File: config.mk
export PLATFORM = sky130hd
export DESIGN_NAME = dds_voice_osc
export DESIGN_NICKNAME = d
export VERILOG_FILES = /design/src/rtl/dds_voice_osc.sv
export SDC_FILE = /design/constraint.sdc
export NUM_CORES = 1
export LEC_CHECK = 0
export ABC_AREA = 1
export BUFFER_PORTS_ARGS = -buffer_cell sky130_fd_sc_hd__clkbuf_2
export CAP_MARGIN = 20
export CORE_MARGIN = 4
export CORE_UTILIZATION = 32
export CTS_CLUSTER_DIAMETER = 200
export DETAILED_ROUTE_END_ITERATION = 10
export MAX_ROUTING_LAYER = met4
export SETUP_SLACK_MARGIN = 0.05
export SLEW_MARGIN = 0
export SYNTH_ARGS = -nofsm -noshare
export SYNTH_HDL_FRONTEND = slang
export SYNTH_SLANG_ARGS = --single-unit
File: constraint.sdc
create_clock -name clk -period 1.87 [get_ports clk]
set_input_delay 0.0935 -clock clk [delete_from_list [all_inputs] [get_ports clk]]
set_output_delay 0.0935 -clock clk [all_outputs]
set_load 0.01 [all_outputs]
File: src/rtl/dds_voice_osc.sv
// dds_voice_osc: single DDS voice oscillator.
//   Runs a phase accumulator once per sample_tick using the phase increment from
//   note_pitch2dds. It shapes the accumulator into a signed waveform (saw, square,
//   triangle, pulse) and gates the voice with click-free release at phase wrap.
//
// Ports:
//   clk          system clock
//   rst_n        synchronous active-low reset
//   sample_tick  one-cycle strobe at the audio sample rate
//   gate         note-on level
//   sync         hard-sync request, sampled on sample_tick
//   wave_sel     0 saw, 1 square, 2 triangle, 3 pulse
//   pw           pulse width for the pulse waveform
//   adder        phase increment, sampled on sample_tick
//   sample       signed waveform sample (held between strobes)
//   sample_valid one-cycle strobe, two cycles after the tick
//   wrap         one-cycle strobe on accumulator carry-out, one cycle after the tick
//   active       voice is in RUN or DRAIN
module dds_voice_osc #(
  parameter int PHASE_W = 32,
  parameter int OUT_W   = 16
) (
  input  logic                     clk,
  input  logic                     rst_n,
  input  logic                     sample_tick,
  input  logic                     gate,
  input  logic                     sync,
  input  logic [1:0]               wave_sel,
  input  logic [7:0]               pw,
  input  logic [PHASE_W-1:0]       adder,
  output logic signed [OUT_W-1:0]  sample,
  output logic                     sample_valid,
  output logic                     wrap,
  output logic                     active
);

  typedef enum logic [1:0] {
    ST_IDLE  = 2'd0,
    ST_RUN   = 2'd1,
    ST_DRAIN = 2'd2
  } state_t;

  state_t                    state_q, state_d;
  logic [PHASE_W-1:0]        phase_p1_q, phase_p1_d;
  logic                      vld_p1_q, vld_p1_d;
  logic                      wrap_p1_q, wrap_p1_d;
  logic                      active_p1_q, active_p1_d;
  logic signed [OUT_W-1:0]   sample_p2_q, sample_p2_d;
  logic                      vld_p2_q, vld_p2_d;
  logic [PHASE_W:0]          sum;

  // Waveform shaper working on the top OUT_W bits of the phase.
  function automatic logic signed [OUT_W-1:0] shape_sample(
    input logic [1:0]       sel,
    input logic [OUT_W-1:0] p,
    input logic [7:0]       width
  );
    logic [OUT_W-1:0] pos_max;
    logic [OUT_W-1:0] neg_min;
    logic [OUT_W-2:0] t;
    pos_max = {1'b0, {(OUT_W-1){1'b1}}};
    neg_min = {1'b1, {(OUT_W-1){1'b0}}};
    // Fold the upper half of the ramp back down to get a symmetric triangle.
    t = p[OUT_W-1] ? ~p[OUT_W-2:0] : p[OUT_W-2:0];
    case (sel)
      2'd0:    shape_sample = $signed(p ^ neg_min);
      2'd1:    shape_sample = $signed(p[OUT_W-1] ? neg_min : pos_max);
      2'd2:    shape_sample = $signed({t, 1'b0} ^ neg_min);
      default: shape_sample = $signed((p[OUT_W-1 -: 8] < width) ? pos_max : neg_min);
    endcase
  endfunction

  // Stage p1: state machine and phase accumulator, advanced only on ticks
  always_comb begin
    sum         = {1'b0, phase_p1_q} + {1'b0, adder};
    state_d     = state_q;
    phase_p1_d  = phase_p1_q;
    wrap_p1_d   = 1'b0;
    vld_p1_d    = sample_tick;
    if (sample_tick) begin
      case (state_q)
        ST_IDLE: begin
          phase_p1_d = '0;
          if (gate) state_d = ST_RUN;
        end
        ST_RUN: begin
          phase_p1_d = sum[PHASE_W-1:0];
          wrap_p1_d  = sum[PHASE_W];
          if (!gate) state_d = ST_DRAIN;
        end
        ST_DRAIN: begin
          phase_p1_d = sum[PHASE_W-1:0];
          wrap_p1_d  = sum[PHASE_W];
          // Legato wins; otherwise a sync or the final carry ends the release at phase 0.
          if (gate) begin
            state_d = ST_RUN;
          end else if (sync || sum[PHASE_W]) begin
            state_d    = ST_IDLE;
            phase_p1_d = '0;
          end
        end
        default: begin
          state_d    = ST_IDLE;
          phase_p1_d = '0;
        end
      endcase
      // Hard sync restarts the cycle and suppresses the wrap strobe; no effect in IDLE.
      if (sync && (state_q != ST_IDLE)) begin
        phase_p1_d = '0;
        wrap_p1_d  = 1'b0;
      end
    end
    active_p1_d = (state_d != ST_IDLE);
  end

  // Stage p2: shape the updated phase; IDLE voices emit silence
  always_comb begin
    vld_p2_d    = vld_p1_q;
    sample_p2_d = sample_p2_q;
    if (vld_p1_q) begin
      if (state_q == ST_IDLE) sample_p2_d = '0;
      else sample_p2_d = shape_sample(wave_sel, phase_p1_q[PHASE_W-1 -: OUT_W], pw);
    end
  end

  always_ff @(posedge clk) begin
    if (!rst_n) begin
      state_q     <= ST_IDLE;
      phase_p1_q  <= '0;
      vld_p1_q    <= 1'b0;
      wrap_p1_q   <= 1'b0;
      active_p1_q <= 1'b0;
      sample_p2_q <= '0;
      vld_p2_q    <= 1'b0;
    end else begin
      state_q     <= state_d;
      phase_p1_q  <= phase_p1_d;
      vld_p1_q    <= vld_p1_d;
      wrap_p1_q   <= wrap_p1_d;
      active_p1_q <= active_p1_d;
      sample_p2_q <= sample_p2_d;
      vld_p2_q    <= vld_p2_d;
    end
  end

  assign sample       = sample_p2_q;
  assign sample_valid = vld_p2_q;
  assign wrap         = wrap_p1_q;
  assign active       = active_p1_q;

endmodule

* After elaboration in Yosys (flattened, before gate mapping)
Cells that the tools add are included.
Cells by class: muxes and demuxes 15, add/sub/neg operators 1, multiply operators 0, reduce and logical (&&, ||, !) cells 8, equal/unequal tests 4, $lt $le $gt $ge 1, div/mod/pow operators 0, shift-type cells 0, bitwise logic cells 6
Operators by type and width (number):
- 2-to-1 mux 32 bit | 3
- one-hot mux 32 bit (2 select lines) | 1
- 2-to-1 mux 16 bit | 3
- one-hot mux 16 bit (3 select lines) | 1
- adder 32 x 32 -> 33 bit | 1
- 2-to-1 mux 15 bit | 1
- inverter 15 bit | 1
- 2-to-1 mux 2 bit | 5
- < comparator 8 bit | 1
- one-hot mux 2 bit (3 select lines) | 1
- inverter 1 bit | 5
- equality test 2 x 1 -> 1 bit (second input constant) | 2
- equality test 2 bit (second input constant) | 2
- zero test 2 bit | 2
- nonzero test 2 bit | 2
- OR reduction 4 bit | 1
- OR reduction 2 bit | 1
- logical AND 1 bit | 1
- logical OR 1 bit | 1
Storage, ports and cells: ROM bits 0, flip-flop bits (word level) 54, bits in latches 0, logic and storage cells 42, output and inout bits 19, input port bits 47, memories 0, RAM bits 0

* Longest topological paths before layout
word-level depth 7, depth in mapped cells 19, mapped depth without buffers 19

* Least setup slack after synthesis
Ideal clock, no wire load.
path type flip-flop to flip-flop, from reg phase_p1_q[0], to reg phase_p1_q[18], data required time 1800 ps, period minus slack after synthesis 1960 ps, cell stages (with the launch flop) 16, setup slack -90 ps, library setup time 70 ps, arrival time 1890 ps, buffers on the path 0, path through dfxtp_1 -> ha_1 -> inv_1 -> fa_1 -> inv_1 -> nand2_1 -> nand2_1 -> nand2_1 -> o21bai_2 -> nand2_1 -> nand2_1 -> nand2_1 -> nand2_1 -> xor2_1 -> nand3_1 -> a21oi_1
Between the ends: word-level cells in the longest chain between the ends 6
Ends and longest elaborated chain:
- start, declared | line 44 | logic [PHASE_W-1:0] phase_p1_q, phase_p1_d;
- start signal, assigned | line 137 | phase_p1_q <= phase_p1_d;
- adder 32 x 32 -> 33 bit (*) | line 75 | sum = {1'b0, phase_p1_q} + {1'b0, adder};
- logical OR 1 bit | line 97 | end else if (sync || sum[PHASE_W]) begin
- 2-to-1 mux 32 bit | line 97
- 2-to-1 mux 32 bit | line 95 | if (gate) begin
- one-hot mux 32 bit (2 select lines) (*) | line 81 | case (state_q)
- 2-to-1 mux 32 bit (*) | line 108 | if (sync && (state_q != ST_IDLE)) begin
Every way passes the cells marked *; elsewhere a longest branch is shown, timed or not. A chain may end at the register's enable or synchronous reset.

* Worst setup path in the final report
from reg phase_p1_q[0], to reg phase_p1_q[19]
Same word-level chain as after synthesis.

==> summary.md <==
| Metric | Value |
|---|---|
| Num rows | `44` |
| Post-synthesis net count | `846` |
| Hold_sp | `rst_n` |
| Detail Route Antenna Nets | `0` |
| Synth-to-layout area growth | `38.0%` |
| Fin crit period | `2050 ps` |
| Slew Limit Fails | `0` |
| Final net count | `1,015` |
| Total power | `2.84 mW` |
| Cells on worst reg2reg path | `16` |
| Cts hold-fix bufs | `0` |
| Share of cells above drive strength 1 | `30.4%` |
| Largest net degree at the start of global routing | `49` |
| Clk buf depth | `2` |
| DP Cell Count | `1,092` |
| Yosys cell types | `42` |
| Worst skew pair latency | `310 ps` |
| Critical path fanouts, max | `14` |
| Clock H-tree levels | `2` |
| CP Class | `reg -> reg` |
| Fin crit share | `110%` |
| Post-synthesis async set-or-reset flop share | `0%` |
| Most common cell in the synthesized netlist | `nand2_1` |
| Mapped Cells | `755` |
| Final Hold Fails | `0` |
| Synth warn | `0` |
| Avg Cell Area, Syn | `6.38 sq um` |
| IO Count | `66` |
| Min-Delay Path Class | `in -> reg` |
| Min-Delay Endpoint | `sample_valid` |
| Worst slew margin | `60.8%` |
| Top cells by count, synth | `nand2_1, a21oi_1, inv_1, nand3_1, dfxtp_1` |
| Horiz. Die Dim | `131 microns` |
| Synthesized area | `4820 sq um` |
| DR pass1 iterations | `5` |
| Sum of negative setup slack | `-5480 ps` |
| Unrepaired setup endpoints after global routing | `yes` |
| Root buffer cell | `clkbuf_16` |
| Area leader, netlist | `dfxtp_1` |
| Switching share of power | `31.4%` |
| DRC violations left | `0` |
| Final setup vio count | `35` |
| Ys flop type | `dfxtp_1` |
| Average via count per standard cell | `4.85` |
| Flop pwr share | `41.4%` |
| Clk network pwr share | `36.3%` |
| Top post-synthesis cells by area | `dfxtp_1, nand2_1, ha_1` |
| FF-to-FF Start | `phase_p1_q[0]` |
| Initial Util | `32.9%` |
| P_leak | `3.28 nW` |
| CP required | `2040 ps` |
| TritonCTS clock tree | `yes` |
| Die Span Y | `131 microns` |
| Core area | `14,600 sq um` |
| # diodes | `0` |
| Post-synthesis sequential area ratio | `22.4%` |
| Via count | `5,380` |
| Synthesis-stage register bit count | `54` |
| EDFF count, synth | `0` |
| Vias in the first global route | `4,873` |
| IO buf count | `65` |
| Status | `finished, violations left` |
| Skew final | `6.04 ps` |
| Critical path arrival | `2220 ps` |
| Reg-to-Reg End | `phase_p1_q[19]` |
| Crit start category | `register` |
| Worst Hold Depth | `3` |
| Pwr/cell area | `427 nW/um^2` |
| Yosys top cell area share | `22.4%` |
| Max_cap viols | `0` |
| DP Wirelength | `12,000 microns` |
| NetSw | `0.891 mW` |
| Worst VDD drop | `0.000362 V` |
| Total CTS buffers | `5` |
| Worst-Margin Slew | `588 ps` |
| Internal Power | `1.95 mW` |
| Grt ovf | `0` |
| R2R Setup Slk | `-180 ps` |
| Total wire length | `15,300 microns` |
| DR WL/cell | `13.8 microns` |
| Final RePlAce weighted congestion | `0.957` |
| Final WS setup | `-183 ps` |
| Cell Count, Final, Fillers Out | `1,109` |
| First-pass GRT wire length | `23,600 microns` |
| CTS Sinks | `54` |
| Violated checks | `setup timing` |
| Combinational share of power | `22.4%` |
| Antenna violations before repair | `0` |
| Max Clock Freq | `0.487 GHz` |
| GRT Total Usage | `18.1%` |
| Iter 0 DRT Violations | `388` |
| Die Area | `17,100 sq um` |
| CP endpoint kind | `register` |
| CTS clk-pin slew, worst paths | `80 ps` |
## final cells by class
cell class | count | area (sq um)
timing repair buffer | 184 | 1310
tap | 184 | 230
multi-input combinational | 595 | 3550
fill | 1500 | 8000
clock inverter | 3 | 26.3
inverter | 84 | 315
clock buffer | 5 | 125
sequential | 54 | 1090
## per-layer routing
layer / global-route usage, % / share of wire [%] / up-vias
met3: 2.20 / 3.9 / 18
met5: - / 0 / -
li1: - / - / 2824
met2: 29.5 / 47 / 102
met1: 24.1 / 47 / 2436
met4: 4.17 / 1.8 / 0
## registers in the layout (all words and copies together) (netlist names)
name and flops:
active 1, phase_p1_q 32, sample 16, sample_valid 1, state_q 2, vld_p1_q 1
wrap 1
## stage by stage
| stage | area [sq um] | setup slack (ps) | utilization, % | hold slack [ps] |
|---|---|---|---|---|
| 2_1_floorplan | 4860 | 6.10 | - | 191 |
| 3_3_place_gp | 6180 | -149 | 42.2 | 363 |
| 3_5_place_dp | 6180 | -174 | 42.2 | 358 |
| 4_1_cts | 6370 | -174 | 43.5 | 31.2 |
| 5_1_grt | 6650 | -287 | 45.4 | 39.7 |
| 6_report | 6650 | -183 | 45.4 | 30.1 |
## how the worst max path moves through the flow
stage                  startpoint              to  slack, ps  cells past startpoint
CTS                 phase_p1_q[0]  phase_p1_q[26]       -170                     16
floorplan           phase_p1_q[0]  phase_p1_q[29]          6                     16
global route        phase_p1_q[0]  phase_p1_q[18]       -290                     16
detailed placement  phase_p1_q[0]  phase_p1_q[26]       -170                     16
finish              phase_p1_q[0]  phase_p1_q[19]       -180                     16
global placement    phase_p1_q[7]  phase_p1_q[17]       -150                     10
## placed cells by master (no fill, tap or decap), types with 11 or more instances in the layout
| master | n |
|---|---|
| nand3_2 | 19 |
| nand2_1 | 219 |
| inv_1 | 74 |
| ha_1 | 36 |
| nor2_1 | 47 |
| buf_4 | 110 |
| nand4_1 | 21 |
| dfxtp_1 | 49 |
| a21oi_1 | 76 |
| nand2_2 | 14 |
| o21ai_0 | 15 |
| clkbuf_2 | 65 |
| xor2_1 | 22 |
| nand3_1 | 47 |
| a21oi_2 | 11 |
## power groups by stage
stage	clock network [mW]	registers, mW	logic (mW)
6_report	1.03	1.17	0.635
5_1_grt	1.09	1.18	0.697
4_1_cts	1.06	1.17	0.610
3_5_place_dp	0	1.20	0.604
3_3_place_gp	0	1.20	0.602
2_1_floorplan	0	1.21	0.320
## cell families after synthesis
group	synth area share [%]
buf+inv	8.85
simple gates	38.1
compound gates	14.1
xor+xnor	4.91
fa+ha+maj	11.6
flops	22.4
## critical path: stages (launching register included)
cell     delay (ps)
dfxtp_2         360
ha_4            140
inv_2            40
fa_2            320
inv_2            60
nand2_2          50
nand2_2          80
nand3_2          90
nand2_4         100
nand2_4          60
nand2_4          80
nand2_4          60
nand3_4          70
nand2_4          70
buf_12          160
nand4_1          90
a21oi_1          60
## what timing repair did
item / CTS / global route
cloned: 0 / 1
pin swaps: 4 / 13
hold endpoints to repair: 0 / 0
setup buffers: 1 / 7
resized for setup: 10 / 40
setup endpoints to repair: 36 / 52
Power figures use the tool's default switching activity.
